[src/rtl/seq_shift_pkg.sv]
// Shared definitions for the sequential shift unit: shift-mode codes and FSM state encoding.
package seq_shift_pkg;

  localparam logic [1:0] MODE_SLL = 2'b00;
  localparam logic [1:0] MODE_SRL = 2'b01;
  localparam logic [1:0] MODE_SRA = 2'b10;
  localparam logic [1:0] MODE_ROR = 2'b11;

  typedef enum logic [1:0] {
    ST_IDLE  = 2'b00,
    ST_SHIFT = 2'b01,
    ST_FIN   = 2'b10
  } state_t;

endpackage

[src/rtl/extend_unit.sv]
// Combinational IN_W-to-OUT_W extender: sign-extends when i_sign_ext is set, else zero-extends.
module extend_unit #(
  parameter int unsigned IN_W  = 8,
  parameter int unsigned OUT_W = 32
) (
  input  logic [IN_W-1:0]  i_operand,
  input  logic             i_sign_ext,
  output logic [OUT_W-1:0] o_extended
);

  generate
    if (OUT_W > IN_W) begin : g_ext
      logic w_fill;
      assign w_fill     = i_sign_ext & i_operand[IN_W-1];
      assign o_extended = {{(OUT_W-IN_W){w_fill}}, i_operand};
    end else begin : g_pass
      logic w_unused;
      assign w_unused   = i_sign_ext;
      assign o_extended = i_operand;
    end
  endgenerate

endmodule

[src/rtl/seq_shift_unit.sv]
// Multi-cycle shift unit: extends an operand and shifts/rotates it STEP positions per clock,
// with a start/busy/done handshake.
module seq_shift_unit
  import seq_shift_pkg::*;
#(
  parameter int unsigned IN_W  = 8,
  parameter int unsigned OUT_W = 32,
  parameter int unsigned AMT_W = 6,
  parameter int unsigned STEP  = 1
) (
  input  logic             i_clk,
  input  logic             i_reset,
  input  logic             i_start,
  input  logic [IN_W-1:0]  i_operand,
  input  logic [AMT_W-1:0] i_amount,
  input  logic [1:0]       i_mode,
  input  logic             i_sign_ext,
  output logic             o_busy,
  output logic             o_done,
  output logic [OUT_W-1:0] o_result,
  output logic             o_zero
);

  localparam logic [AMT_W-1:0] STEP_A   = AMT_W'(STEP);
  localparam logic [AMT_W-1:0] OUT_A    = AMT_W'(OUT_W);
  localparam logic [AMT_W-1:0] ROR_MASK = AMT_W'(OUT_W - 1);

  state_t           r_state;
  state_t           w_next;
  logic             r_busy;
  logic             r_done;
  logic [OUT_W-1:0] r_result;
  logic [AMT_W-1:0] r_count;
  logic [1:0]       r_mode;

  logic [OUT_W-1:0] w_ext;
  logic [AMT_W-1:0] w_k;
  logic [AMT_W-1:0] w_step;
  logic [OUT_W-1:0] w_shifted;
  logic             w_accept;

  extend_unit #(
    .IN_W  (IN_W),
    .OUT_W (OUT_W)
  ) u_extend (
    .i_operand  (i_operand),
    .i_sign_ext (i_sign_ext),
    .o_extended (w_ext)
  );

  assign w_accept = (r_state == ST_IDLE) && i_start;

  // Effective count: linear shifts saturate at OUT_W, rotates wrap modulo OUT_W.
  always_comb begin
    w_k = (i_amount > OUT_A) ? OUT_A : i_amount;
    if (i_mode == MODE_ROR) begin
      w_k = i_amount & ROR_MASK;
    end
  end

  // One shift step of min(STEP, remaining) positions.
  always_comb begin
    w_step    = (r_count < STEP_A) ? r_count : STEP_A;
    w_shifted = r_result;
    case (r_mode)
      MODE_SLL: w_shifted = r_result << w_step;
      MODE_SRL: w_shifted = r_result >> w_step;
      MODE_SRA: w_shifted = OUT_W'($signed(r_result) >>> w_step);
      MODE_ROR: w_shifted = (r_result >> w_step) | (r_result << (OUT_A - w_step));
      default:  w_shifted = r_result;
    endcase
  end

  // FSM state and registered handshake flags.
  always_ff @(posedge i_clk) begin
    if (i_reset) begin
      r_state <= ST_IDLE;
      r_busy  <= 1'b0;
      r_done  <= 1'b0;
    end else begin
      r_state <= w_next;
      r_busy  <= (w_next == ST_SHIFT);
      r_done  <= (w_next == ST_FIN);
    end
  end

  always_comb begin
    w_next = r_state;
    case (r_state)
      ST_IDLE: begin
        if (i_start) begin
          w_next = (w_k != '0) ? ST_SHIFT : ST_FIN;
        end
      end
      ST_SHIFT: begin
        if (r_count == w_step) begin
          w_next = ST_FIN;
        end
      end
      ST_FIN:  w_next = ST_IDLE;
      default: w_next = ST_IDLE;
    endcase
  end

  // Working register and remaining-count datapath.
  always_ff @(posedge i_clk) begin
    if (i_reset) begin
      r_result <= '0;
      r_count  <= '0;
      r_mode   <= MODE_SLL;
    end else if (w_accept) begin
      r_result <= w_ext;
      r_count  <= w_k;
      r_mode   <= i_mode;
    end else if (r_state == ST_SHIFT) begin
      r_result <= w_shifted;
      r_count  <= r_count - w_step;
    end
  end

  assign o_busy   = r_busy;
  assign o_done   = r_done;
  assign o_result = r_result;
  assign o_zero   = (r_result == '0);

endmodule

[config.mk]
export PLATFORM = sky130hd
export DESIGN_NAME = seq_shift_unit
export DESIGN_NICKNAME = d
export VERILOG_FILES = /design/src/rtl/seq_shift_pkg.sv /design/src/rtl/extend_unit.sv /design/src/rtl/seq_shift_unit.sv
export SDC_FILE = /design/constraint.sdc
export NUM_CORES = 1
export LEC_CHECK = 0
export CORE_UTILIZATION = 53
export CTS_CLUSTER_SIZE = 30
export DETAILED_ROUTE_END_ITERATION = 6
export PLACE_DENSITY = 0.93
export SLEW_MARGIN = 25
export SYNTH_ARGS = -nofsm -noshare
export SYNTH_HDL_FRONTEND = slang
export SYNTH_SLANG_ARGS = --single-unit
[constraint.sdc]
create_clock -name i_clk -period 3.3 [get_ports i_clk]
set_clock_uncertainty 0.05 [all_clocks]
set_input_delay 0.33 -clock i_clk [delete_from_list [all_inputs] [get_ports i_clk]]
set_output_delay 0.33 -clock i_clk [all_outputs]
set_load 0.02 [all_outputs]
; ---- After elaboration in Yosys (flattened, before gate mapping)
; Cells that the tools add are included.
[classes]
add_sub_neg = 2
n_lt_le_gt_ge = 2
n_eq_ne = 8
n_shift = 4
muxes = 12
bitwise_logic = 2
reduce_logical = 6
[ops]
columns = operator, n
row1 = 32-bit case mux with 4 select lines, 1
row2 = 32-bit two-way mux, 2
row3 = 32-bit by 6-bit left shift with 32-bit output, 2
row4 = 32-bit zero test, 1
row5 = 32-bit OR, 1
row6 = 32-bit by 6-bit right shift with 32-bit output, 1
row7 = 32-bit by 6-bit >>> shifter with 32-bit output, 1
row8 = 6-bit two-way mux, 5
row9 = 2-bit equality test (second input constant), 4
row10 = 2-bit by 1-bit equality test with 1-bit output (second input constant), 3
row11 = 6-bit equality test, 1
row12 = 6-bit > comparator (second input constant), 1
row13 = 6-bit by 1-bit < comparator with 1-bit output (second input constant), 1
row14 = 2-bit two-way mux, 3
row15 = 6-bit nonzero test, 1
row16 = 6-bit subtractor, 1
row17 = 6-bit subtractor (first input constant), 1
row18 = 2-bit zero test, 2
row19 = 2-bit case mux with 2 select lines, 1
row20 = 2-bit nonzero test, 1
row21 = 1-bit bitwise AND, 1
row22 = 1-bit logical AND, 1
[word_totals]
ff_bits = 44
wordCells = 42

; ---- Longest topological paths before layout
; Gate-level depths: netlist (run 1).
[logic_depth]
word_depth = 8
mapped_depth = 13

; ---- Cells and area by module
; From an unflattened synthesis (run 1), not the netlist that was laid out.
[unflattened]
cells_unflattened = 437
area_unflattened_um2 = 3321.9
[modules_own_cells]
columns = module, instances, cells_each, area_per_inst_um2, seq_area_each_um2
row1 = seq_shift_unit, 1, 404, 3075.4, 880.8
row2 = extend_unit, 1, 33, 246.5, 0.0

; ---- Least setup slack after synthesis (run 1)
; OpenSTA, ideal clock, no wires.
[synth_path]
path_kind = register to register
from = reg r_count[4]
to = reg r_result[17], in the netlist o_result[17]
setup_time_ns = 0.091
arrival_time_ns = 2.661
path_slack_ns = 0.498
path_stages_with_launch = 13
synth_period_minus_slack_ns = 2.802
path_cell_list = dfxtp_1 > nor4_4 > nand2_4 > inv_4 > buf_8 > buf_2 > ha_1 > clkbuf_1 > nand3_1 > nor3_1 > buf_2 > nand2_1 > a311oi_1
[synth_via]
elab_chain_cells = 8
[synth_rtl]
columns = element, line
row1 = "start, declared", seq_shift_unit.sv:33  ; logic [AMT_W-1:0] r_count;
row2 = "start signal, assigned", seq_shift_unit.sv:113  ; r_count <= w_k;
row3 = "start signal, assigned", seq_shift_unit.sv:117  ; r_count <= r_count - w_step;
row4 = 6-bit by 1-bit < comparator with 1-bit output, seq_shift_unit.sv:63  ; w_step = (r_count < STEP_A) ? r_count : STEP_A;
row5 = 6-bit two-way mux *, seq_shift_unit.sv:63
row6 = 6-bit subtractor, seq_shift_unit.sv:69  ; MODE_ROR: w_shifted = (r_result >> w_step) | (r_result << (OUT_A - w_step));
row7 = 32-bit by 6-bit left shift with 32-bit output, seq_shift_unit.sv:69
row8 = 32-bit OR, seq_shift_unit.sv:69
row9 = 32-bit case mux with 4 select lines *, seq_shift_unit.sv:65  ; case (r_mode)
row10 = 32-bit two-way mux *, seq_shift_unit.sv:115  ; end else if (r_state == ST_SHIFT) begin
row11 = 32-bit two-way mux *, seq_shift_unit.sv:111  ; end else if (w_accept) begin
row12 = "end signal, assigned", seq_shift_unit.sv:112  ; r_result <= w_ext;
row13 = "end signal, assigned", seq_shift_unit.sv:116  ; r_result <= w_shifted;
row14 = "end, declared", seq_shift_unit.sv:32  ; logic [OUT_W-1:0] r_result;
; Every way passes the cells marked *; elsewhere a longest branch is shown, timed or not. The select of a mux whose other input is x is not followed.
; A chain may end at the register's enable or synchronous reset.

; ---- Worst setup path after layout (run 1)
[layout_path]
from = reg r_count[4]
to = reg r_result[24], in the netlist o_result[24]
; The elaborated chain is that of the path after synthesis.

==> impl_results.md, run 1 <==
* Outcome: finished, final reports clean
* Dominant delay contributor by cell family on the critical path: simple AND/OR/NAND/NOR gates
* Headroom to the max-slew limit at 46.99%
* Start-to-end type of the worst setup path: reg2reg
* Sw power at 973.2 µW
* Mean Syn Cell Area at 7.686 µm²
* Number of synthesized flops with an enable pin at 0
* Clock latency reported for the late side of the worst-skew pair at 0.30 ns
* First-iteration detailed-routing DRC count at 539
* Relative contribution of the clock network to total power at 19.9%
* Largest fanout on the critical path at 14
* Drt wl/cell at 19.31 µm
* Post-synthesis compound-gate area fraction at 30.82%
* Total of endpoints with negative setup slack in the final report at 0
* Stage delay of the slowest cell on the critical path at 0.39 ns
* Count of warnings emitted by yosys at 0
* First-pass GRT wire length at 15500 µm
* Number of global-route vias before repair at 3091
* Kind of launch point of the worst setup path: flop
* Number of buffers on the longest clock path at 2
* Leak at 1.276 nW
* Clk pin slew, worst setup/hold paths at 0.09 ns
* Share of the synthesized netlist area taken by xor and xnor gates at 0.2960%
* Leading register cell type out of synthesis: dfxtp_1
* Proportion of total power due to net switching at 42.44%
* Path type of the worst min-delay path: reg2reg
* Number of failing hold endpoints at the final stage at 0
* H-Tree Depth at 2
* Number of antenna violations at the first check in global routing at 0
* Area fraction of the dominant cell type after synthesis at 29.77%
* Setup repair after global routing missed its margin: no
* Maximum number of pins on one net before global-route repair at 44
* CTS Buf Count at 5
* Portion of total power attributed to combinational logic at 45.7%
* Share of synthesized cell area in and, or, nand and nor gates at 24.95%
* Critical Path AT at 2.71 ns
* Sequential share of power at 34.3%
* Pwr dens at 627.7 mW/mm²
* Standard cell core area at 0.005238 mm²
* Resized cells post-CTS at 0
* Remaining global-route overflow at 0
* Total length of routed wires at 9556 µm
* Routed via count divided by cell count at 7.089
* Layout overhead on the synthesized area at 23.47%
* Multiplexer area fraction after synthesis at 7.526%
* Non-filler cells in the finished layout at 495
* Nets at 446
* Post-synthesis async set-or-reset flop share at 0%
* Required time reported for the critical path endpoint at 3.45 ns
* Total I/O pin count at 55
* HPWL Detailed at 6303 µm
* Placed cell count at 487
* Port bufs at 54
* Vias post-DR at 3509
* Combinational family with the most area after synthesis: compound AO/OA/AOI/OAI gates
* Row count at 26
* Chain of cells forming the critical path: nor4_4 -> buf_4 -> nand2_4 -> inv_4 -> ha_1 -> nand3_1 -> nor3_1 -> buf_4 -> a221oi_1 -> a311oi_1
* Final weighted congestion in routability-driven placement at 0.9392
* Length of the first detailed-routing pass in iterations at 5
* Master of the slowest instance on the critical path: dfxtp_1
* Overall die height at 76.72 µm
* Synth Instances at 385
* Part of the Yosys area used for sequential elements at 29.77%
* Area share of fa/ha/maj cells after synthesis at 0.8457%
* Number of nets in the synthesized netlist at 407
* Count of nets left with antenna violations after detail routing at 0
* CTS hold repair buffers at 0
* Sum of negative setup slack at 0 ns
* Cells taking the most area after synthesis: dfxtp_1, nand2_1, a221oi_1
* Number of storage elements in the synthesis netlist at 44
* Number of antenna diodes at 0
* Effective utilization at floorplan at 56.50%
* Top cells by instance count after synthesis: dfxtp_1, nand2_1, nor2_1
* Cell type contributing the most total cell area after synthesis: dfxtp_1
* Maximum Capacitance Violations at 0
* Least-Margin Pin Slew at 0.7879 ns
* Die area at 0.005886 mm²
* Share of cells above drive strength 1 at 9.176%
* Root buffer cell: clkbuf_8
* Int Pwr at 1.320 mW
* Chip width at 76.72 µm
* Max-slew violation count at 0
* Clock sink count at 44
* Cell repeated most along the worst path: buf_4
* CP bufs+invs at 3
* Post-synthesis cell type count at 54
* Buffer count from post-CTS setup fixing at 0
* Time the worst path needs with I/O delays and setup at 2.563 ns
* Tot GR Track Use at 32.77%
* Post-route DRC at 0
* Max frequency at 390.1 MHz
* Part of the cycle the worst path needs at 77.68%
* Final core occ at 69.76%
* Highest ir drop seen on vdd at 0.3846 mV
* Mapped Area at 0.002959 mm²
* TritonCTS clock tree: built
* Setup crit end kind: flop
[worst paths after layout]
kind / startpoint / to / slack [ns] / cells after the start
worst max register to register: r_count[4]$_SDFFE_PP0P_ / o_result[24]$_SDFFE_PP0P_ / 0.74 / 10
worst max-delay path: r_count[4]$_SDFFE_PP0P_ / o_result[24]$_SDFFE_PP0P_ / 0.74 / 10
worst min register to register: r_count[5]$_SDFFE_PP0P_ / r_count[5]$_SDFFE_PP0P_ / 0.49 / 2
worst min-delay path: r_count[5]$_SDFFE_PP0P_ / r_count[5]$_SDFFE_PP0P_ / 0.49 / 2
[state kept, by name (all words and copies together) (netlist names)]
signal / cells
o_busy: 1
r_mode: 2
o_result: 32
o_done: 1
r_state: 2
r_count: 6
[power groups by stage]
stage | logic [mW] | clock network, mW | registers, mW
3_3_place_gp | 0.988 | 0 | 0.785
4_1_cts | 1.02 | 0.458 | 0.776
6_report | 1.05 | 0.457 | 0.787
2_1_floorplan | 0.675 | 0 | 0.794
3_5_place_dp | 1.01 | 0 | 0.788
5_1_grt | 1.12 | 0.488 | 0.795
[per-stage QoR]
step / worst slack [ns] / area, µm² / hold slack (ns) / power, mW
after CTS: 0.8129 / 3654 / 0.4867 / 2.256
after detailed placement: 0.8400 / 3527 / 0.4761 / 1.803
after global routing: 0.4891 / 3654 / 0.5102 / 2.401
final: 0.7366 / 3654 / 0.4947 / 2.293
after floorplan: 0.4978 / 2959 / 0.4160 / 1.468
after global placement: 0.9281 / 3527 / 0.4685 / 1.773
[cell usage in the layout (no fill, tap or decap), types with 7 or more instances in the layout]
master	netlist	layout
a21oi_1	22	22
o21ai_0	26	26
nor4_1	11	11
clkbuf_8	0	7
nand3_1	16	16
nor3_1	13	13
mux2i_1	11	11
nor2_1	34	34
a221oi_1	16	16
a311oi_1	10	10
clkdlybuf4s50_1	0	54
a211oi_1	13	13
buf_4	1	12
dfxtp_1	44	44
a211o_1	7	7
nand2_1	44	44
and3_1	11	11
[layout make-up]
cell class | count | area (µm²)
multi-input cells | 303 | 1911
fillers | 418 | 1584
flip-flops and latches | 44 | 880.8
repair buffers | 66 | 630.6
clock buffers | 7 | 96.34
well taps | 70 | 87.58
clock inverters | 1 | 30.03
inverters | 4 | 17.52
[metal layers]
metal | GRT usage (%) | up-vias | wire (µm)
li1 | - | 1555 | -
met1 | 43.37 | 1581 | 3560
met2 | 50.80 | 321 | 4340
met3 | 6.786 | 52 | 1285
met4 | 15.38 | 0 | 370
met5 | 0 | - | 0
[cell families (layout without fill, tap and decap cells)]
| logic type | count (synthesis) | after routing |
|---|---|---|
| and+or+nand+nor | 150 | 150 |
| adders and majority gates | 2 | 2 |
| xor gates and xnor gates | 1 | 1 |
| other | 1 | 1 |
| buffers and inverters | 38 | 78 |
| muxes | 19 | 19 |
| AOI/OAI and AO/OA | 130 | 130 |
| DFF | 44 | 44 |
[worst reg2reg max path, delay by kind of cell, from the launching register on]
kind / cells / cell delay, ns
buf+inv: 3 / 0.54
fa+ha+maj: 1 / 0.29
compound gates: 2 / 0.36
simple gates: 4 / 0.83
flops: 1 / 0.39
(Power assumes the default switching activity.)
==> run 2: changes to the inputs <==
==> constraint.sdc (replaced) <==
create_clock -name i_clk -period 2.57 [get_ports i_clk]
set_clock_uncertainty 0.05 [all_clocks]
set_input_delay 0.257 -clock i_clk [delete_from_list [all_inputs] [get_ports i_clk]]
set_output_delay 0.257 -clock i_clk [all_outputs]
set_load 0.02 [all_outputs]
==> run 2 against run 1 <==
- worst hold slack worse by 0.030 ns
- highest routed layer unchanged
- first-iteration DRC count up 7.8%
- non-clock buffer count up 12
- worst setup slack worse by 0.64 ns
- sequential share of layout area down 0.69 points
- flip-flop and latch count unchanged
- via count up 1.3%
- design area up 2.9%
- routed wire length up 5.7%
- largest power group unchanged
==> impl_results.md, run 2 (synthesized netlist as in run 1, its figures left out) <==
* Length of the first detailed-routing pass in iterations at 5 (unchanged)
* Tot GR Track Use at 34.13% (+1.4 points)
* Least-Margin Pin Slew at 0.6247 ns (-0.1632 ns)
* Setup crit end kind: primary output
* Power consumption at 3.045 mW (+33%)
* Setup repair after global routing missed its margin: no
* Number of antenna violations at the first check in global routing at 0 (unchanged)
* Largest fanout on the critical path at 8 (-6)
* Vias post-DR at 3554 (+1.3%)
* Remaining global-route overflow at 0 (unchanged)
* Overall die height at 76.72 µm (unchanged)
* Clock sink count at 44 (unchanged)
* Most frequent cells in the layout: clkdlybuf4s50_1, nand2_1, dfxtp_1
* CTS Buf Count at 5 (unchanged)
* Routed via count divided by cell count at 7.010 (-1.1%)
* Critical Path AT at 2.17 ns (-0.54 ns)
* Crit Reg-Reg Startpoint: r_count[5]$_SDFFE_PP0P_
* Final weighted congestion in routability-driven placement at 0.9579 (+2.0%)
* Most common library cell in the layout ignoring fill and taps: clkdlybuf4s50_1
* Count of nets left with antenna violations after detail routing at 0 (unchanged)
* CTS hold repair buffers at 0 (unchanged)
* Nets at 458 (+2.7%)
* Number of buffers on the longest clock path at 2 (unchanged)
* Leak at 1.340 nW (+5.0%)
* Maximum number of pins on one net before global-route repair at 44 (unchanged)
* TritonCTS clock tree: built
* Number of global-route vias before repair at 3177 (+2.8%)
* Stage delay of the slowest cell on the critical path at 0.62 ns (+0.23 ns)
* Max-slew violation count at 0 (unchanged)
* Total I/O pin count at 55 (unchanged)
* Clk pin slew, worst setup/hold paths at 0.09 ns (about the same)
* Number of failing hold endpoints at the final stage at 0 (unchanged)
* Total length of routed wires at 10100 µm (+5.7%)
* Chain of cells forming the critical path: nor4_1 -> nand4_1 -> nor2_1 -> clkdlybuf4s50_1
* Buffer count from post-CTS setup fixing at 0 (unchanged)
* Part of the cycle the worst path needs at 96.35%
* Largest register FFs at 32 (unchanged)
* Layout fillers at 403 (-3.6%)
* Total of endpoints with negative setup slack in the final report at 0 (unchanged)
* Row count at 26 (unchanged)
* Cell depth of the worst min-delay path at 3 (+1)
* Maximum Capacitance Violations at 0 (unchanged)
* Endpoint of the worst register-to-register path: o_result[31]$_SDFFE_PP0P_
* Outcome: finished, final reports clean
* Clock latency reported for the late side of the worst-skew pair at 0.30 ns (about the same)
* Port bufs at 54 (unchanged)
* Start-to-end type of the worst setup path: reg2out
* Resized cells post-CTS at 0 (unchanged)
* Max frequency at 403.8 MHz
* Root buffer cell: clkbuf_8
* First-pass GRT wire length at 16060 µm (+3.6%)
* Time the worst path needs with I/O delays and setup at 2.476 ns
* HPWL Detailed at 6747 µm (+7.0%)
* Placed cell count at 499 (+2.5%)
* Drt wl/cell at 19.92 µm (+3.2%)
* Required time reported for the critical path endpoint at 2.26 ns (-1.19 ns)
* Headroom to the max-slew limit at 58.36% (+11 points)
* Effective utilization at floorplan at 56.50% (unchanged)
* H-Tree Depth at 2 (unchanged)
* Layout overhead on the synthesized area at 27.10%
* End point of the worst hold path: o_result[2]$_SDFFE_PP0P_
* Worst-case reg-to-reg path depth at 7 (-3)
* Sum of negative setup slack at 0 ns (unchanged)
* Die area at 0.005886 mm² (unchanged)
* Pwr dens at 809.6 mW/mm² (+29%)
* Number of antenna diodes at 0 (unchanged)
* Highest ir drop seen on vdd at 0.5478 mV (+42%)
* Master of the slowest instance on the critical path: clkdlybuf4s50_1
* Path type of the worst min-delay path: in2reg
* Standard cell core area at 0.005238 mm² (unchanged)
* Post-route DRC at 0 (unchanged)
* First-iteration detailed-routing DRC count at 581 (+7.8%)
* Kind of launch point of the worst setup path: flop
* Chip width at 76.72 µm (unchanged)
* Source of the worst hold timing path: i_operand[2]
* Non-filler cells in the finished layout at 507 (+2.4%)
* Reg-to-reg slack, setup at 0.29 ns (-0.45 ns)
* Share of cells above drive strength 1 at 12.13% (+3.0 points)
run 2: cell types whose count changed in the layout (fill, tap and decap cells not counted):
cell and change:
buf_4 +12, ha_1 -1, ha_4 +1, nor3_1 -1
nor3_2 +1
run 2: worst max path at each step:
stage | startpoint | endpoint | slack (ns) | cells past startpoint
finish | o_result[17]$_SDFFE_PP0P_ | o_zero | 0.09 | 4
floorplan | r_count[2]$_SDFFE_PP0P_ | r_count[4]$_SDFFE_PP0P_ | 0.59 | 8
CTS | o_result[17]$_SDFFE_PP0P_ | o_zero | 0.13 | 4
detailed placement | i_start | o_result[12]$_SDFFE_PP0P_ | 0.21 | 6
global route | o_result[17]$_SDFFE_PP0P_ | o_zero | 0.12 | 4
global placement | i_start | o_result[16]$_SDFFE_PP0P_ | 0.29 | 6
run 2: final cells by class:
cell class              instances  area [µm²]  share of cell area [%]
repair buffers                 78       720.7                   19.16
clock buffers                   7       96.34                   2.562
clock inverters                 1       30.03                  0.7984
inverters                       4       17.52                  0.4657
multi-input cells             303        1928                   51.26
flip-flops and latches         44       880.8                   23.42
well taps                      70       87.58                   2.329
run 2: per-layer routing:
layer	up-vias	part of all wire (%)	global-route usage [%]
li1	1582	-	-
met1	1628	37	44.34
met2	293	47	56.07
met3	51	13	5.714
met4	0	3.7	13.46
met5	-	0	0
run 2: stage by stage:
stage                     hold slack, ns  utilization, %  cell area [µm²]  setup slack, ns
after global routing              0.4961           71.81             3761           0.1166
after global placement            0.4692           69.40             3635           0.2931
after CTS                         0.4630           71.81             3761           0.1328
after detailed placement          0.4942           69.40             3635           0.2132
after floorplan                   0.3430               -             3000           0.5930
final                             0.4647           71.81             3761          0.09382
run 2: worst max-delay path: cells and delay by family (launching register included):
kind	cells	cell delay (ns)
AND/OR/NAND/NOR	3	0.79
buffers and inverters	1	0.62
flip-flops	1	0.45
run 2: power breakdown:
group          internal [mW]  total, mW  switching (mW)
Combinational          0.621       1.47           0.847
Clock                  0.344      0.599           0.256
Sequential             0.784      0.978           0.194
==> run 3: changes to the inputs <==
--- a/config.mk
+++ b/config.mk
@@ -9,7 +9,7 @@
 export CTS_CLUSTER_SIZE = 30
 export DETAILED_ROUTE_END_ITERATION = 6
 export PLACE_DENSITY = 0.93
-export SLEW_MARGIN = 25
+export SLEW_MARGIN = 10
 export SYNTH_ARGS = -nofsm -noshare
 export SYNTH_HDL_FRONTEND = slang
 export SYNTH_SLANG_ARGS = --single-unit
==> results of run 3 <==
Final layout, timing and power as in run 2 (identical DEF).
==> patch, RTL diff (flow settings as in run 1) <==
`OUT_W` is set to 32 in 2 places; all go to 64.
--- a/src/rtl/extend_unit.sv
+++ b/src/rtl/extend_unit.sv
@@ -1,7 +1,7 @@
 // Combinational IN_W-to-OUT_W extender: sign-extends when i_sign_ext is set, else zero-extends.
 module extend_unit #(
   parameter int unsigned IN_W  = 8,
-  parameter int unsigned OUT_W = 32
+  parameter int unsigned OUT_W = 64
 ) (
   input  logic [IN_W-1:0]  i_operand,
   input  logic             i_sign_ext,
--- a/src/rtl/seq_shift_unit.sv
+++ b/src/rtl/seq_shift_unit.sv
@@ -4,7 +4,7 @@
   import seq_shift_pkg::*;
 #(
   parameter int unsigned IN_W  = 8,
-  parameter int unsigned OUT_W = 32,
+  parameter int unsigned OUT_W = 64,
   parameter int unsigned AMT_W = 6,
   parameter int unsigned STEP  = 1
 ) (
Ports: changed (resized o_result); port bits go from 55 to 87. No check against the original RTL was run, so the function may have changed too.
==> patch against run 1 <==
- the run now ends with DRC, setup timing left
- synthesized area increased by 130%
- worst hold slack worse by 44 ps
- via count grew 150%
- setup slack worse by 740 ps
- first-iteration DRC count grew to 3.9 times the old value
- sequential cell count rose by 32
- routed wire length rose to 2.8 times the old value
- count of clock-buffer cells in the layout up 6
- maximum frequency down 22%
- global-route usage grew 8.5 points
- final area grew 120%
- total power rose by 87%
==> patch: results <==
min_path:
  hold_path.startpoint: "r_count[4]"
placement:
  portBuffers: 86
  place_area_um2: 7860
  dp_hpwl_um: 17600
  finalWeightedCongestion: 1.08
logic_synthesis:
  ys_seq_area_share_pct: 22.2
  yosys-top-cells-count: "139 x nor2_1, 124 x a21oi_1, 111 x nand2_1, 85 x clkbuf_1, 76 x dfxtp_1"
  syn-num-nets: 997
  synth.area.top_cells: "dfxtp_1 22%, a21oi_1 9.1%, nor2_1 7.6%, mux4_2 7.6%, nand2_1 6.1%"
  yosysUniqueCellTypes: 68
routing:
  wl_met1_um: 9380
  wl_met3_um: 4840
  route.met2.wl_um: 10900
  drc: 17
  first_iter_violations: 2128
  wl_per_cell_um: 23.0
  num_vias: 8712
  firstDrtPassIters: 7
worst_setup_path:
  r2r_start: "r_count[0]"
  startpoint: "o_result[35]"
  path_max_fanout: 9
  cp_data_arrival_time_ps: 2920
clocking:
  cts_root_buf: "clkbuf_16"
global_route:
  grt_pass1_wl_um: 42500
  grtUsageMet3_pct: 16.0
  grt_max_degree: 115
  gr-usage-all-layers_pct: 41.3
  grt_pass1_vias: 7785
  globalRouteMet2Util_pct: 57.6
status:
  status: "complete, but fails checks"
  violations: "DRC, setup timing"
pwr:
  peakVddDrop_v: 0.000340
  netSwitchingFraction_pct: 43.3
  p_leak_nw: 2.99
sta:
  fin_ws_ps: -0.321
  tns_ps: -0.321
  maxSlewHeadroom_pct: 28.9
  final-setup-viol-count: 1
final_layout:
  drive_gt1_share_pct: 11.7
  largest_reg_flops: 64
-- patch: changes by cell type in the layout (fill, tap and decap cells not counted), sizes merged, moves of 31 or more --
cell           before  now
buf                12   55
clkdlybuf4s50      54   85
nor2               34  139
o21ai              26   57
a21oi              22  124
dfxtp              44   76
nand2              45  112
-- patch: critical path, stage by stage (launching register included) --
cell and delay, ps:
dfxtp_1 450, nor4_1 650, nand4_1 260, nor4_1 500, clkdlybuf4s50_1 690
-- patch: metrics by stage --
step | setup slack (ps) | util (%) | std cells
after floorplan | 3.82 | - | 975
after global placement | 533 | 62.3 | 1169
after detailed placement | 473 | 62.3 | 1169
final | -0.321 | 64.5 | 1184
after CTS | 240 | 64.5 | 1184
after global routing | 159 | 64.5 | 1184
-- patch: worst paths after layout --
kind	depth (start not counted)	slack (ps)	endpoint
worst max register to register	10	370	o_result[63]
worst min register to register	2	450	r_count[4]
worst min-delay path	2	450	r_count[4]
worst max-delay path	4	-0.3	o_zero
-- patch: cells by family after synthesis --
family	count (synthesis)	synth area share, %
buffers and inverters	125	8.27
AO/OA/AOI/OAI	330	30.3
multiplexers	66	13.9
AND/OR/NAND/NOR	374	24.7
other	1	0.0547
adder cells (fa/ha/maj)	2	0.365
XOR/XNOR	1	0.128
flip-flops	76	22.2
-- patch: final cells by class --
type,instances,area [um2]
multi-input cells,774,4800
fillers,1081,4480
flip-flops and latches,76,1520
repair buffers,140,1290
clock buffers,13,250
well taps,172,215
clock inverters,2,35.0
inverters,7,33.8
-- patch: power groups by stage --
stage	Sequential, mW	Clock, mW	Combinational [mW]
after global routing	1.24	1.05	2.13
after detailed placement	1.24	0	1.93
final	1.24	1.02	2.01
after floorplan	1.25	0	1.32
after CTS	1.22	1.01	1.94
after global placement	1.24	0	1.89
